$ cat src/rtl/mitchell_mult_pipe.sv
// Three-stage elastic Mitchell logarithmic multiplier with a valid/ready handshake and an accepted-op counter.
// Build option: define MITCHELL_ROUND_EN to round the final right shift half-up instead of truncating it.
module mitchell_mult_pipe #(
    parameter int W     = 24,
    parameter int CNT_W = 32
) (
    input  logic             clk,
    input  logic             rst_n,
    input  logic             in_valid,
    output logic             in_ready,
    input  logic [W-1:0]     operand_a,
    input  logic [W-1:0]     operand_b,
    output logic             out_valid,
    input  logic             out_ready,
    output logic [2*W-1:0]   product,
    output logic [CNT_W-1:0] op_count
);
    localparam int F  = W - 1;
    localparam int KW = $clog2(W);
    localparam int EW = $clog2(2 * W);
    localparam logic [EW-1:0]  F_E   = EW'(F);
    localparam logic [2*W-1:0] ONE_P = 1;

    function automatic logic [KW-1:0] lead_one(input logic [W-1:0] x);
        logic [KW-1:0] k;
        k = '0;
        for (int i = 0; i < W; i++) begin
            if (x[i]) k = KW'(i);
        end
        return k;
    endfunction

    function automatic logic [F-1:0] frac_of(input logic [W-1:0] x, input logic [KW-1:0] k);
        logic [W-1:0] sh;
        sh = x << (KW'(F) - k);
        return sh[F-1:0];
    endfunction

    // A word moves on valid & ready; each stage loads when empty or when its
    // contents move on in the same cycle, so ready ripples back from out_ready.
    logic rdy1, rdy2, rdy3;

    logic          v1, z1;
    logic [KW-1:0] ka1, kb1;
    logic [F-1:0]  fa1, fb1;

    logic          v2, z2;
    logic [EW-1:0] e2;
    logic [W-1:0]  m2;

    logic           v3;
    logic [2*W-1:0] p3;

    logic [W-1:0]   s_sum;
    logic [EW-1:0]  e_nxt;
    logic [W-1:0]   m_nxt;
    logic [2*W-1:0] m_wide;
    logic [2*W-1:0] p_nxt;

    assign rdy3      = !v3 || out_ready;
    assign rdy2      = !v2 || rdy3;
    assign rdy1      = !v1 || rdy2;
    assign in_ready  = rdy1;
    assign out_valid = v3;
    assign product   = p3;

    always_comb begin
        s_sum = {1'b0, fa1} + {1'b0, fb1};
        e_nxt = EW'(ka1) + EW'(kb1) + EW'(s_sum[F]);
        m_nxt = {1'b1, s_sum[F-1:0]};
    end

    always_comb begin
        m_wide = {{W{1'b0}}, m2};
        p_nxt  = '0;
        if (z2) begin
            p_nxt = '0;
        end else if (e2 >= F_E) begin
            p_nxt = m_wide << (e2 - F_E);
        end else begin
`ifdef MITCHELL_ROUND_EN
            p_nxt = (m_wide + (ONE_P << (F_E - e2 - EW'(1)))) >> (F_E - e2);
`else
            p_nxt = m_wide >> (F_E - e2);
`endif
        end
    end

    always_ff @(posedge clk or negedge rst_n) begin
        if (!rst_n) begin
            v1       <= 1'b0;
            z1       <= 1'b0;
            ka1      <= '0;
            kb1      <= '0;
            fa1      <= '0;
            fb1      <= '0;
            v2       <= 1'b0;
            z2       <= 1'b0;
            e2       <= '0;
            m2       <= '0;
            v3       <= 1'b0;
            p3       <= '0;
            op_count <= '0;
        end else begin
            if (rdy1) begin
                v1 <= in_valid;
                if (in_valid) begin
                    z1  <= (operand_a == '0) || (operand_b == '0);
                    ka1 <= lead_one(operand_a);
                    kb1 <= lead_one(operand_b);
                    fa1 <= frac_of(operand_a, lead_one(operand_a));
                    fb1 <= frac_of(operand_b, lead_one(operand_b));
                end
            end
            if (rdy2) begin
                v2 <= v1;
                if (v1) begin
                    z2 <= z1;
                    e2 <= e_nxt;
                    m2 <= m_nxt;
                end
            end
            if (rdy3) begin
                v3 <= v2;
                if (v2) p3 <= p_nxt;
            end
            if (in_valid && rdy1) op_count <= op_count + CNT_W'(1);
        end
    end
endmodule

$ cat config.mk
export PLATFORM = sky130hd
export DESIGN_NAME = mitchell_mult_pipe
export DESIGN_NICKNAME = d
export VERILOG_FILES = /design/src/rtl/mitchell_mult_pipe.sv
export SDC_FILE = /design/constraint.sdc
export NUM_CORES = 1
export LEC_CHECK = 0
export CORE_MARGIN = 4
export CORE_UTILIZATION = 35
export CTS_BUF_LIST = sky130_fd_sc_hd__clkbuf_8
export DETAILED_ROUTE_END_ITERATION = 7
export GPL_TIMING_DRIVEN = 0
export PLACE_DENSITY_LB_ADDON = 0.3
export SYNTH_ARGS = -nofsm -noshare
export SYNTH_HDL_FRONTEND = slang
export SYNTH_SLANG_ARGS = --single-unit
$ cat constraint.sdc
create_clock -name clk -period 5.2 [get_ports clk]
set_input_delay 0.52 -clock clk [delete_from_list [all_inputs] [get_ports clk]]
set_output_delay 0.52 -clock clk [all_outputs]
set_load 0.005 [all_outputs]
# ---- Word-level counts from Yosys, hierarchy flattened
# Cells that the tools add are included.
dict set report classes {
  add_sub_neg 8
  order_cmp 1
  shifts 4
  n_mux 52
  reduce_logical 13
}
# op n
set op_table {}
lappend op_table {{$mux W5} 48}
lappend op_table {{$mux W48} 2}
lappend op_table {{$logic_not A24 Y1} 2}
lappend op_table {{$shl A24 B5 Y23} 2}
lappend op_table {{$shl A24 B6 Y48} 1}
lappend op_table {{$shr A24 B6 Y48} 1}
lappend op_table {{$add A32 B1 Y32 const B} 1}
lappend op_table {{$add A23 B23 Y24} 1}
lappend op_table {{$sub A5 B5 Y5 const A} 2}
lappend op_table {{$add A5 B5 Y6} 1}
lappend op_table {{$add A6 B1 Y6} 1}
lappend op_table {{$ge A6 B5 Y1 const B} 1}
lappend op_table {{$reduce_and A2 Y1} 3}
lappend op_table {{$sub A5 B6 Y6 const A} 1}
lappend op_table {{$sub A6 B5 Y6 const B} 1}
lappend op_table {{$logic_or A1 B1 Y1} 4}
lappend op_table {{$logic_not A1 Y1} 3}
lappend op_table {{$mux W1} 2}
lappend op_table {{$logic_and A1 B1 Y1} 1}
dict set report totals {
  regBits 171
  in_bits 52
  out_inout_bits 82
  wordCells 91
}

# ---- Logic depth before layout (Yosys ltp)
# Gate-level depths: netlist of the first run.
dict set report logic_depth {
  depth_word 27
  ltp_mapped 16
  depth_no_buf 16
}

# ---- Worst setup path after synthesis of the first run
# Ideal clock, no wire load.
dict set report synth_timing {
  path_type {register to register}
  startpoint {reg fa1[3]}
  endpoint {reg e2[4]}
  arrival_ns 3.443
  required_ns 5.065
  slack_ns 1.622
  path_stages_with_launch 17
  n_path_buf 0
  synth_period_minus_slack_ns 3.578
  cell_sequence {dfrtp_1 ha_1 a21oi_1 o22ai_1 nor4_1 nor2_1 o2111ai_1 a31oi_1 a31o_2 nand3_1 nand2_1 fa_1 fa_1 a21o_1 a21oi_1 xor2_1 o21ai_0}
}
dict set report synth_via {
  elab_chain_len 2
}
# element line_no
set synth_rtl {}
lappend synth_rtl {{from (decl)} 45} ;# logic [F-1:0] fa1, fb1;
lappend synth_rtl {{from (signal assigned)} 111} ;# fa1 <= frac_of(operand_a, lead_one(operand_a));
lappend synth_rtl {{$add A23 B23 Y24} 68} ;# s_sum = {1'b0, fa1} + {1'b0, fb1};
lappend synth_rtl {{$add A6 B1 Y6} 69} ;# e_nxt = EW'(ka1) + EW'(kb1) + EW'(s_sum[F]);
lappend synth_rtl {{to (signal assigned)} 119} ;# e2 <= e_nxt;
lappend synth_rtl {{to (decl)} 48} ;# logic [EW-1:0] e2;
# No other way between the ends.
# A chain may end at the register's enable or synchronous reset.

# ---- Worst setup path in the final report of the first run
# Ends and elaborated chain as after synthesis.

==> flow_summary.ini, run 1 <==
[layout]
fillers = 3700
final_area_um2 = 15000
finalNonFillerCells = 2130
final_nets = 1743
area_delta_synth_final_pct = 18.2
diodes = 0
drive_above_1_share_pct = 5.87

[cts]
cts_buffers = 17
cts_root_buf = clkbuf_8
htree_levels = 4
cts_tree = done
clkSlewWorstSetupHoldPaths_ns = 0.10
post_cts_buffers = 0
clock_latency_ns = 0.48
clockBufferDepth = 2
cts.sinks = 171

[grt]
grt_pass1_vias = 12100
grt_util_all_layers_pct = 21.6
grt_overflow = 0
grt_max_degree = 97
grt_pass1_wl_mm = 68.2
antenna_found_initial = 0

[placement]
finalWeightedCongestion = 0.986
place_area_um2 = 14600
io_buffers = 130
dpl.hpwl_mm = 34.0
pre_cts_slack_ns = 0.989
numPlacedInstances = 2097

[synth]
syn_nets = 1592
syn-cell-area_um2 = 12700
synth_warnings = 0
synth_mux_area_share_pct = 13.8
synthDistinctLibCells = 75
synth_compound_area_share_pct = 23.5
synth-simple-area-share_pct = 17.7
postSynthCellCount = 1505
ys_async_sr_fraction_pct = 100
synth.top_cell.area_share_pct = 33.6
ys_seq_elements = 171
synth_top_flop_cell = dfrtp_1
ys_top_cells_by_area = dfrtp_1, mux2i_1, nand2_1
ys_seq_area_share_pct = 33.6
synth_edf_count = 0
synthAdderAreaFrac_pct = 3.62
ys_top_cells_by_count = nand2_1, dfrtp_1, o21ai_0
yosys.area.top_type = dfrtp_1
synth_top_family_by_area = compound AO/OA/AOI/OAI gates
avgSynthCellArea_um2 = 8.45
synth.most_common_cell = nand2_1
synth-xor-area-share_pct = 4.27

[critical_path]
crit_required_ns = 5.54
crit_type = reg2reg
rr_worst_depth = 16
end_kind = flop
arrival_ns = 4.64
worstReg2RegStart = fa1[3]
r2r_end = e2[4]
r2r_slack_ns = 0.90
crit_path_max_fanout = 5
critPathLaunchType = flop

[drt]
drt_iter0_drc = 1083
ant_nets = 0
first_pass_iters = 6
wl_per_cell_um = 20.4
wl_mm = 43.4
drc = 0
via_count = 12400
via_per_inst = 5.82

[min_path]
hold_path_depth = 1
hp-class = reg2reg
min_to = op_count[31]
min-delay-start = op_count[31]

[timing]
fin_ws_ns = 0.901
rsz0062_at_grt = false
max_freq_mhz = 233
final-setup-viol-count = 0
tightest_slew_ns = 0.997
slew_headroom_pct = 33.0
hold_violations = 0
fin_crit_ns = 4.30
period_share_pct = 82.7
slew_viol_final = 0
fin_skew_ns = 0.0233

[floorplan]
core_um2 = 35700
initial_core_util_pct = 35.6
die_height_um = 199
dieArea_um2 = 39500
num_io_pins = 134
rows = 69
die_x_um = 199

[run_status]
outcome = complete, no violations

[power]
total_power_w = 0.00824
power.leakage_nw = 6.16
power-per-cell-area_nw_per_um2 = 548
vdd.ir_drop.worst_uv = 291

[flow_run]
drv_cap = 0
-- registers in the layout, summed over array words and instances (netlist names) --
| register | cells |
|---|---|
| e2 | 6 |
| fa1 | 23 |
| fb1 | 23 |
| ka1 | 5 |
| kb1 | 5 |
| m2 | 24 |
| op_count | 32 |
| out_valid | 1 |
| product | 48 |
| v1 | 1 |
| v2 | 1 |
| z1 | 1 |
| z2 | 1 |
-- power breakdown --
group | leakage, nW | internal (W) | switching (W)
clock | 0.204 | 0.000418 | 0.000564
sequential | 2.16 | 0.00168 | 0.000403
combinational | 3.80 | 0.00203 | 0.00315
total | 6.16 | 0.00412 | 0.00411
-- logic make-up (layout without fill, tap and decap cells) --
group | count (synthesis) | count (layout)
compound gates | 463 | 463
buf+inv | 111 | 275
xor+xnor | 62 | 62
simple gates | 516 | 516
mux | 147 | 147
fa+ha+maj | 35 | 35
flops | 171 | 171
-- how the worst max path moves through the flow --
stage / startpoint / endpoint / slack [ns]
2_1_floorplan: fa1[3] / e2[4] / 1.62
3_3_place_gp: rst_n / op_count[14] / -3.56
3_5_place_dp: fa1[3] / e2[4] / 0.99
4_1_cts: fa1[3] / e2[4] / 0.94
5_1_grt: fa1[3] / e2[4] / 0.59
6_report: fa1[3] / e2[4] / 0.90
-- metrics by stage --
step                      setup TNS [ns]  utilization (%)  hold slack (ns)
final                                  0             42.1            0.481
after global routing                   0             42.1            0.499
after CTS                              0             42.1            0.482
after detailed placement               0             40.9            0.469
after global placement           -606.55             40.8            0.462
after floorplan                        0                -            0.224
-- metal layers --
metal	track usage, %	wire [um]
met2	35.7	20500
met5	0	0
met3	3.81	2570
met4	5.83	1030
met1	29.3	19300
-- placed cells by master, fill, tap and decap left out, types with 7 or more instances in the layout --
cell type | Yosys | routed
a21o_1 | 13 | 13
clkbuf_8 | 0 | 19
a221oi_1 | 10 | 10
nand2b_1 | 17 | 17
mux4_2 | 20 | 20
nand2_1 | 245 | 245
and3_1 | 7 | 7
o22ai_1 | 28 | 28
nor4_1 | 13 | 13
o21ai_0 | 139 | 139
ha_1 | 32 | 32
inv_1 | 28 | 28
nand3_1 | 38 | 38
a211oi_1 | 21 | 21
xnor2_1 | 40 | 40
clkdlybuf4s50_1 | 0 | 129
xor2_1 | 22 | 22
o21a_1 | 8 | 8
nor2b_1 | 10 | 10
o221ai_1 | 22 | 22
mux2_2 | 16 | 16
or3_1 | 7 | 7
clkbuf_1 | 59 | 59
nand4_1 | 8 | 8
and2_1 | 9 | 9
buf_2 | 9 | 9
nor2_1 | 129 | 129
mux2i_1 | 109 | 109
buf_1 | 12 | 12
nor3_1 | 18 | 18
a22o_1 | 23 | 23
dfrtp_1 | 171 | 171
a22oi_1 | 13 | 13
a31oi_1 | 20 | 20
a21oi_1 | 95 | 95
-- critical path, cell delays in order, from the launching register on --
cell       delay, ns
dfrtp_1         0.44
ha_1            0.39
a21oi_1         0.15
o22ai_1         0.12
nor4_1          0.57
nor2_1          0.14
o2111ai_1       0.30
a31oi_1         0.19
a31o_2          0.30
nand3_1         0.08
nand2_1         0.07
fa_1            0.41
fa_1            0.41
a21o_1          0.17
a21oi_1         0.18
xor2_1          0.16
o21ai_0         0.08
-- final cells by class --
class / instances / area (um^2) / share of cell area [%]
buffer: 82 / 343 / 2.28
tap: 461 / 577 / 3.84
clock buffer: 19 / 262 / 1.74
timing repair buffer: 132 / 1340 / 8.94
sequential: 171 / 4280 / 28.5
multi-input combinational: 1223 / 7990 / 53.1
clock inverter: 13 / 130 / 0.866
inverter: 29 / 109 / 0.724
-- timing repair --
| item | CTS | global route |
|---|---|---|
| setup endpoints to repair | 0 | 0 |
| hold buffers | 1 | 0 |
| endpoints found under the hold margin | 5 | 0 |
| resized for setup | 0 | 0 |
Note: power is estimated with default switching activity, not from simulation.
==> run 2, diff against run 1 <==
clock period = 4.5 ns   (was 5.2 ns; I/O delays follow)
==> run 2 against run 1 <==
  * Final cell count stayed put
  * Highest routed layer unchanged
  * Total power rose by 16%
  * Sequential power increased by 15%
  * Critical path depth unchanged
  * Final area hardly changed
  * First-iteration DRC count shrank 0.74%
  * Count of clock-buffer cells in the layout unchanged
  * Register-to-register slack worse by 0.48 ns
  * Setup slack worse by 0.48 ns
  * Clock skew grew 0.00068 ns
==> flow_summary.ini, run 2 (synthesis results as in run 1) <==
[timing]
slew_viol_final = 0
hold_violations = 0
rsz0062_at_grt = false
final-setup-viol-count = 0
tightest_slew_ns = 0.998
slew_headroom_pct = 33.0
fin_skew_ns = 0.0240
period_share_pct = 90.6
fin_crit_ns = 4.08
max_freq_mhz = 245
fin_ws_ns = 0.425

[flow_run]
drv_cap = 0

[floorplan]
core_um2 = 35700
die_x_um = 199
die_height_um = 199
initial_core_util_pct = 35.6
rows = 69
dieArea_um2 = 39500
num_io_pins = 134

[cts]
cts_buffers = 17
cts.sinks = 171
post_cts_buffers = 0
htree_levels = 4
cts_tree = done
clockBufferDepth = 2
cts_root_buf = clkbuf_8
clkSlewWorstSetupHoldPaths_ns = 0.11
clock_latency_ns = 0.48

[layout]
finish.utilization_pct = 42.1
area_delta_synth_final_pct = 18.2
fillers = 3698
mostFrequentLayoutCell = nand2_1
diodes = 0
final_cell_mix = nand2_1, dfrtp_1, o21ai_0, nor2_1, clkdlybuf4s50_1
final_nets = 1743
drive_above_1_share_pct = 5.93
largest_register_ffs = 48

[grt]
grt_util_all_layers_pct = 21.6
grt_pass1_vias = 12100
grt_max_degree = 97
antenna_found_initial = 0
grt_pass1_wl_mm = 68.2
grt_overflow = 0

[critical_path]
crit_required_ns = 4.84
crit_type = reg2reg
critPathLaunchType = flop
arrival_ns = 4.42
worstReg2RegStart = fa1[3]
end_kind = flop
crit_path_max_fanout = 5
crit_start = fa1[3]

[drt]
drc = 0
via_count = 12400
wl_per_cell_um = 20.4
drt_iter0_drc = 1075
via_per_inst = 5.83
wl_met1_mm = 19.2
first_pass_iters = 5
highest-signal-layer = met4
wl_met2_mm = 20.5
ant_nets = 0
wl_met3_mm = 2.65
wl_mm = 43.5

[power]
vdd.ir_drop.worst_uv = 338
power.leakage_nw = 6.16
total_power_w = 0.00952
power-per-cell-area_nw_per_um2 = 633

[placement]
pre_cts_slack_ns = 0.289
io_buffers = 130
finalWeightedCongestion = 0.986
dpl.hpwl_mm = 34.0

[min_path]
hp-class = in2async

[run_status]
outcome = complete, no violations
==> run 2: cell counts in the layout (fill, tap and decap cells not counted) <==
Identical to the previous run, type by type.
==> run 2: report_power, final <==
part           switching [W]  total [W]  internal [W]
Combinational        0.00364    0.00598       0.00234
Sequential          0.000464    0.00240       0.00194
Clock               0.000654    0.00114      0.000483
==> run 2: repair_timing <==
action,CTS,global route
resized for setup,0,1
endpoints found under the hold margin,75,0
hold buffers,1,0
endpoints found under the setup margin,0,1
==> run 2: area by class of cell <==
cell class / instances / area [um^2] / share of cell area, %
plain buffers: 82 / 343 / 2.28
clock buffers: 19 / 262 / 1.74
clock inverters: 13 / 130 / 0.865
inverters: 29 / 109 / 0.724
multi-input cells: 1223 / 7990 / 53.2
flip-flops and latches: 171 / 4280 / 28.5
well taps: 461 / 577 / 3.84
repair buffers: 132 / 1340 / 8.94
==> run 2: layer usage <==
metal  up-vias  global-route usage, %
met5         -                      0
met4         0                   5.83
met3        80                   3.81
met2       490                   35.7
met1      5997                   29.3
li1       5849                      -
==> run 2: final timing paths <==
kind / slack [ns] / endpoint / cells past startpoint
min: 0.48 / product[3] / 2
max: 0.42 / e2[4] / 16
max reg2reg: 0.42 / e2[4] / 16
min reg2reg: 0.48 / op_count[31] / 1
min in group clk: 0.48 / op_count[31] / 1
max in group asynchronous: 3.12 / fb1[14] / 3
==> run 2: critical path: stages (launching register included) <==
cell	delay (ns)
dfrtp_1	0.43
ha_1	0.39
a21oi_1	0.15
o22ai_1	0.13
nor4_2	0.37
nor2_1	0.12
o2111ai_1	0.28
a31oi_1	0.19
a31o_2	0.30
nand3_1	0.08
nand2_1	0.07
fa_1	0.41
fa_1	0.41
a21o_1	0.17
a21oi_1	0.18
xor2_1	0.16
o21ai_0	0.08
==> run 2: metrics by stage <==
stage               hold slack (ns)  setup TNS (ns)  instances  cell area [um^2]
finish                        0.481               0       2130             15000
global route                  0.499               0       2130             15000
CTS                           0.482               0       2130             15000
detailed placement            0.455               0       2097             14600
global placement              0.462         -714.28       2096             14600
floorplan                     0.154               0       1505             12700
